[src/rtl/irq_arbiter.sv]
// irq_arbiter: arbitrates N level-sensitive interrupt sources onto a single core
// interrupt line. It supports fixed-priority or round-robin selection, and has a
// small register block on the system bus.
//
// Ports:
//   clk_i          system clock, all logic on posedge
//   rst_i          synchronous active-high reset
//   req_i          bus request
//   write_enable_i bus write (1) / read (0)
//   addr_i         block-relative byte address
//   write_data_i   bus write data
//   read_data_o    registered bus read data
//   irq_src_i      level interrupt requests from peripherals
//   irq_ret_o      one-cycle return pulse to the granted peripheral
//   irq_o          interrupt request to core
//   irq_id_o       index of granted source (0 when irq_o=0)
//   mret_i         core interrupt-return pulse
//
// Register map: 0x00 MASK (RW), 0x04 PENDING (RO), 0x08 ACTIVE (RO), 0x0C MODE (RW).
module irq_arbiter #(
  parameter int unsigned N = 8
) (
  input  logic          clk_i,
  input  logic          rst_i,
  input  logic          req_i,
  input  logic          write_enable_i,
  input  logic [31:0]   addr_i,
  input  logic [31:0]   write_data_i,
  output logic [31:0]   read_data_o,
  input  logic [N-1:0]  irq_src_i,
  output logic [N-1:0]  irq_ret_o,
  output logic          irq_o,
  output logic [3:0]    irq_id_o,
  input  logic          mret_i
);

  localparam int unsigned DW  = 32;
  localparam int unsigned IDW = 4;

  localparam logic [DW-1:0]  ADDR_MASK   = 32'h0000_0000;
  localparam logic [DW-1:0]  ADDR_PEND   = 32'h0000_0004;
  localparam logic [DW-1:0]  ADDR_ACTIVE = 32'h0000_0008;
  localparam logic [DW-1:0]  ADDR_MODE   = 32'h0000_000C;
  localparam logic [IDW-1:0] LAST_ID     = IDW'(N - 1);

  typedef enum logic [1:0] {
    IDLE   = 2'd0,
    ACTIVE = 2'd1,
    RET    = 2'd2
  } state_e;

  state_e         state_q, state_d;
  logic [N-1:0]   mask_q, mask_d;
  logic           mode_q, mode_d;
  logic [IDW-1:0] ptr_q, ptr_d;
  logic [IDW-1:0] id_q, id_d;
  logic           irq_q, irq_d;
  logic [IDW-1:0] irq_id_q, irq_id_d;
  logic [N-1:0]   ret_q, ret_d;
  logic [DW-1:0]  rdata_q, rdata_d;

  logic [N-1:0]   pend_c;
  logic [IDW-1:0] low_c;
  logic [IDW-1:0] high_c;
  logic           high_found_c;
  logic [IDW-1:0] win_c;
  logic           unused_wdata_c;

  // Upper write-data bits have no register storage.
  assign unused_wdata_c = ^write_data_i[DW-1:N];

  assign pend_c = irq_src_i & mask_q;

  // Winner select: lowest set index overall, and lowest set index at or above
  // the round-robin pointer. Descending loop so the last hit is the lowest.
  always_comb begin
    low_c        = '0;
    high_c       = '0;
    high_found_c = 1'b0;
    for (int i = N - 1; i >= 0; i--) begin
      if (pend_c[i]) begin
        low_c = IDW'(i);
        if (IDW'(i) >= ptr_q) begin
          high_c       = IDW'(i);
          high_found_c = 1'b1;
        end
      end
    end
    // Round-robin falls back to the lowest index when nothing is at/above P (wrap).
    win_c = (mode_q && high_found_c) ? high_c : low_c;
  end

  // Next-state, register block and registered-output logic.
  always_comb begin
    state_d = state_q;
    mask_d  = mask_q;
    mode_d  = mode_q;
    ptr_d   = ptr_q;
    id_d    = id_q;
    rdata_d = rdata_q;

    if (req_i && write_enable_i) begin
      case (addr_i)
        ADDR_MASK: mask_d = write_data_i[N-1:0];
        ADDR_MODE: mode_d = write_data_i[0];
        default:   ;
      endcase
    end

    if (req_i && !write_enable_i) begin
      case (addr_i)
        ADDR_MASK:   rdata_d = DW'(mask_q);
        ADDR_PEND:   rdata_d = DW'(pend_c);
        ADDR_ACTIVE: rdata_d = {(state_q == ACTIVE), 27'b0,
                                (state_q == ACTIVE) ? id_q : 4'b0};
        ADDR_MODE:   rdata_d = DW'(mode_q);
        default:     rdata_d = '0;
      endcase
    end

    case (state_q)
      IDLE: begin
        if (|pend_c) begin
          id_d    = win_c;
          state_d = ACTIVE;
          if (mode_q) begin
            ptr_d = (win_c == LAST_ID) ? '0 : win_c + IDW'(1);
          end
        end
      end
      ACTIVE: begin
        if (mret_i) begin
          state_d = RET;
        end
      end
      RET:     state_d = IDLE;
      default: state_d = IDLE;
    endcase

    // Outputs are registered from the next state so they line up with it.
    irq_d    = (state_d == ACTIVE);
    irq_id_d = (state_d == ACTIVE) ? id_d : '0;
    ret_d    = (state_d == RET) ? (N'(1) << id_d) : '0;
  end

  // State and output registers.
  always_ff @(posedge clk_i) begin
    if (rst_i) begin
      state_q  <= IDLE;
      mask_q   <= '0;
      mode_q   <= 1'b0;
      ptr_q    <= '0;
      id_q     <= '0;
      irq_q    <= 1'b0;
      irq_id_q <= '0;
      ret_q    <= '0;
      rdata_q  <= '0;
    end else begin
      state_q  <= state_d;
      mask_q   <= mask_d;
      mode_q   <= mode_d;
      ptr_q    <= ptr_d;
      id_q     <= id_d;
      irq_q    <= irq_d;
      irq_id_q <= irq_id_d;
      ret_q    <= ret_d;
      rdata_q  <= rdata_d;
    end
  end

  assign read_data_o = rdata_q;
  assign irq_o       = irq_q;
  assign irq_id_o    = irq_id_q;
  assign irq_ret_o   = ret_q;

endmodule

[config.mk]
export PLATFORM = sky130hd
export DESIGN_NAME = irq_arbiter
export DESIGN_NICKNAME = d
export VERILOG_FILES = /design/src/rtl/irq_arbiter.sv
export SDC_FILE = /design/constraint.sdc
export NUM_CORES = 1
export LEC_CHECK = 0
export ABC_AREA = 1
export CORE_ASPECT_RATIO = 0.5
export CORE_UTILIZATION = 43
export CTS_CLUSTER_DIAMETER = 100
export DETAILED_ROUTE_END_ITERATION = 8
export PLACE_DENSITY = 0.87
export SYNTH_ARGS = -nofsm -noshare
export SYNTH_HDL_FRONTEND = slang
export SYNTH_SLANG_ARGS = --single-unit
[constraint.sdc]
create_clock -name clk_i -period 4.4 [get_ports clk_i]
set_input_delay 1.32 -clock clk_i [delete_from_list [all_inputs] [get_ports clk_i]]
set_output_delay 1.32 -clock clk_i [all_outputs]
set_load 0.005 [all_outputs]
# Yosys cells after proc, flatten, opt, wreduce, memory -nomap -nowiden
# Index checks and enable logic that the tools add are counted.
# classes
n_reduce_logical	12
mux	49
eq_ne	7
add_sub_neg	1
shifts	1
n_bitwise	3
order_cmp	8
# ops
cell	n
case mux 32 bit (4 select lines)	1
2-to-1 mux 4 bit	26
== test 32 x 4 -> 1 bit (second input constant)	2
== test 32 x 3 -> 1 bit (second input constant)	1
zero test 32 bit	1
>= comparator 3 x 4 -> 1 bit (first input constant)	4
2-to-1 mux 1 bit	16
2-to-1 mux 3 bit	3
bitwise AND 8 bit	1
>= comparator 1 x 4 -> 1 bit (first input constant)	2
>= comparator 2 x 4 -> 1 bit (first input constant)	2
OR reduction 8 bit	1
<< shifter 1 x 4 -> 8 bit (first input constant)	1
adder 4 x 1 -> 4 bit (second input constant)	1
== test 2 x 1 -> 1 bit (second input constant)	2
== test 4 x 3 -> 1 bit (second input constant)	1
2-to-1 mux 2 bit	2
case mux 2 bit (2 select lines)	1
AND reduction 2 bit	2
OR reduction 2 bit	2
logical AND 1 bit	3
AND reduction 3 bit	1
== test 2 bit (second input constant)	1
zero test 2 bit	1
other kinds (2)	3
# totals
regBits	64
output_inout_bits	45

# Longest topological paths before layout
# logic_depth
ltp_word	22
depth_mapped	18

# Least setup slack after synthesis
# Ideal clock, no wire load.
# synth_path
kind	in2reg
startpoint	input irq_src_i[0]
endpoint	register ptr_q[3]
path_stages	17
setup_time_ns	0.070
required_time_ns	4.330
arrival_ns	2.902
n_path_buf	0
slack_ns	1.428
cell_sequence	nand2_1 -> inv_1 -> nand3_1 -> nand2_1 -> nor2_2 -> nand2_2 -> nand2_4 -> nand2_1 -> nand2_1 -> inv_1 -> ha_1 -> ha_1 -> nor2_1 -> nand3_1 -> nor2_1 -> nand2_1 -> a21oi_1
# synth_via
elab_chain_len	6
word_cells_on_any_way	11
# synth_lines
element	line	text
start: declaration	30	input logic [N-1:0] irq_src_i,
bitwise AND 8 bit *	72	assign pend_c = irq_src_i & mask_q;
2-to-1 mux 1 bit	81	if (pend_c[i]) begin
logical AND 1 bit	90	win_c = (mode_q && high_found_c) ? high_c : low_c;
2-to-1 mux 4 bit	90	
adder 4 x 1 -> 4 bit / == test 4 x 3 -> 1 bit (equally long branches)	127	ptr_d = (win_c == LAST_ID) ? '0 : win_c + IDW'(1);
2-to-1 mux 4 bit	127	
end signal: assignment	162	ptr_q <= ptr_d;
end: declaration	55	logic [IDW-1:0] ptr_q, ptr_d;
# Mark *: on every way between the ends. The rest lies on a longest branch, timed or not.
# A chain may end at the register's enable or synchronous reset.

# Worst setup path in the final report
# Same ends and word-level chain as after synthesis.

==> flow_metrics.py <==
metrics = {
    "clock_network": {
        "clkLatencyLatePin_ns": 0.29,
        "cts_buffers": 5,
        "clock-sinks": 41,
        "holdBufCountCts": 0,
        "root_buffer": "clkbuf_8",
        "cts_max_path_buffers": 2,
        "clkTransAtPathRegs_ns": 0.08,
        "ctsResizeCount": 0,
        "htreeDepth": 2,
        "cts_setup_buffers": 0,
        "tritoncts": "done",
    },
    "grt": {
        "grt_max_degree": 29,
        "track_usage_pct": 20.5,
        "grt-ovfl-total": 0,
        "grt_pass1_vias": 2059,
        "grt_pass1_wl_mm": 9.10,
        "antenna_found_initial": 0,
    },
    "timing": {
        "setup_ws_ns": 1.02,
        "hold_viol_final": 0,
        "max_freq_ghz": 0.296,
        "min_period_over_period_pct": 76.8,
        "fin_crit_ns": 3.38,
        "fin_tns_setup_ns": 0,
        "whs_ns": 0.466,
        "rsz0062_at_grt": "no",
        "slew_viol_final": 0,
        "fin_skew_ns": 0.00788,
        "setup_viol": 0,
    },
    "floorplan": {
        "num_rows": 18,
        "die_x_um": 106,
        "core_um2": 5040,
        "io_pins": 122,
        "initial_core_util_pct": 45.9,
        "chipHeight_um": 53.9,
        "dieArea_um2": 5700,
    },
    "drt": {
        "wl_met1_mm": 2.61,
        "viasPerCell": 4.72,
        "drtIter0Drc": 112,
        "vias": 2335,
        "drc": 0,
        "postRouteAntennaNets": 0,
        "met2_length_mm": 2.49,
        "wl_mm": 5.56,
        "wl_per_cell_um": 11.2,
        "dr.pass1.iters": 4,
        "wl_met3_um": 418,
        "top_layer": "met4",
    },
    "placed_design": {
        "finalWeightedCongestion": 0.873,
        "dp_cells": 487,
        "place.detailed.hpwl_mm": 4.18,
        "numPortBuffers": 74,
        "dp_slack_ns": 0.743,
        "dpl-instance-area_um2": 3040,
    },
    "job": {
        "drv_cap": 0,
    },
    "layout": {
        "fin_cells": 495,
        "drive_gt1_share_pct": 8.47,
        "fin_nets": 503,
        "area_growth_pct": 36.3,
        "utilization_pct": 62.6,
        "fillers": 471,
        "design_area_um2": 3160,
        "diodes": 0,
    },
    "critical_path": {
        "rrSetupSlack_ns": 2.11,
        "cp_cell_sequence": "clkdlybuf4s50_1 -> nand2_1 -> inv_1 -> nand3_1 -> nand2_1 -> nor2_2 -> nand2_2 -> nand2_4 -> inv_2 -> nand2_1 -> nand2_1 -> inv_1 -> ha_1 -> ha_1 -> nor2_1 -> nand3_1 -> nor2_1 -> nand2_1 -> a21oi_1",
        "worstPathRequired_ns": 4.63,
        "r2r-start": "ptr_q[3]$_SDFFE_PP0P_",
        "cp.arrival_ns": 3.61,
        "critPathKind": "in2reg",
        "critPathSlowestCell": "clkdlybuf4s50_1",
        "crit_start": "irq_src_i[0]",
        "worst-path-stages": 19,
        "path_common_cell": "nand2_1",
        "slowest_delay_ns": 0.47,
        "rr_endpoint": "ptr_q[3]$_SDFFE_PP0P_",
        "ff2ff_path_depth": 16,
        "endpoint_kind": "flip-flop",
        "start_kind": "primary input",
        "endpoint": "ptr_q[3]$_SDFFE_PP0P_",
        "critPathTopFamily": "simple AND/OR/NAND/NOR gates",
        "crit_buf_inv": 4,
        "crit_path_max_fanout": 5,
    },
    "synthesis": {
        "yosysWarnings": 0,
        "syn-cell-area_um2": 2320,
        "avgSynthCellArea_um2": 6.67,
        "yosysSeqAreaShare_pct": 35.4,
        "ys_seq_elements": 41,
        "syn-instance-count": 347,
        "synth_flop_cell": "dfxtp_1",
        "synth_commonest_cells": "nand2_1 (96), nor2_1 (44), dfxtp_1 (41)",
        "synthTopCellsByArea": "dfxtp_1 (35%), nand2_1 (16%), buf_4 (7.5%)",
        "synth_edf_count": 0,
        "yosysTopAreaCellShare_pct": 35.4,
        "synth.most_common_cell": "nand2_1",
        "synthArstFlopShare_pct": 0,
        "yosys.cell_types.count": 31,
        "yosys.area.top_type": "dfxtp_1",
    },
    "status": {
        "status": "finished, final reports clean",
    },
    "pwr": {
        "leakagePower_nw": 1.33,
        "power_mw": 0.750,
        "p_per_area_nw_per_um2": 238,
        "vdd_ir_drop_max_mv": 0.121,
    },
    "min_path": {
        "hold_path_class": "reg2reg",
    },
}
[area by class of cell]
type	instances	area, um2	share of cell area, %
clock buffer	5	68.8	2.18
inverter	27	104	3.29
sequential	41	821	26.0
clock inverter	3	43.8	1.39
multi-input combinational	272	1270	40.2
timing repair buffer	77	763	24.2
tap	70	87.6	2.77
[state kept, by name, summed over array words and instances, names as in the netlist]
register     flops
mode_q           1
id_q             4
irq_ret_o        8
irq_id_o         4
state_q          2
mask_q           8
read_data_o      9
irq_o            1
ptr_q            4
[power by group]
| group | internal [mW] | switching [mW] |
|---|---|---|
| sequential | 0.371 | 0.000203 |
| clock | 0.170 | 0.137 |
| combinational | 0.0454 | 0.0257 |
[placed cells by master, fill, tap and decap left out, drive strengths merged]
cell,instances
clkinv,2
a21oi,27
nand2,106
nor3,6
clkbuf,5
ha,2
nor4,1
o21ai,10
or2,1
a31oi,1
dfxtp,41
nand4,8
nor2,49
inv,27
conb,23
bufinv,1
and2,1
nand3,36
buf,3
clkdlybuf4s50,74
nor3b,1
[worst min-delay path, cell delays in order (launching register included)]
cell	delay, ns
dfxtp_1	0.31
nand2_1	0.06
a21oi_1	0.05
[logic make-up (layout without fill, tap and decap cells)]
kind of cell               Yosys count  in the layout  synth area share, %
and+or+nand+nor                    209            209                 41.7
buffers and inverters               56            112                 13.3
DFF                                 41             41                 35.4
AOI/OAI and AO/OA                   38             38                 8.27
adders and majority gates            2              2                 1.08
other                                1             23                0.162
[per-layer routing]
layer  GRT usage [%]  vias to the layer above
met5               0                        -
li1                -                     1226
met2            36.6                       78
met4            3.94                        0
met1            26.7                     1027
met3            4.00                        4
[worst min-delay path by stage]
stage                                  endpoint                         from  slack [ns]  cells past startpoint
floorplan                    id_q[3]$_SDFF_PP0_           id_q[3]$_SDFF_PP0_        0.45                      2
global placement    read_data_o[4]$_SDFFE_PP0P_  read_data_o[4]$_SDFFE_PP0P_        0.46                      2
detailed placement  read_data_o[4]$_SDFFE_PP0P_  read_data_o[4]$_SDFFE_PP0P_        0.46                      2
CTS                 read_data_o[4]$_SDFFE_PP0P_  read_data_o[4]$_SDFFE_PP0P_        0.47                      2
global route        read_data_o[4]$_SDFFE_PP0P_  read_data_o[4]$_SDFFE_PP0P_        0.48                      2
finish              read_data_o[5]$_SDFFE_PP0P_  read_data_o[5]$_SDFFE_PP0P_        0.47                      2
(Power assumes the default switching activity.)
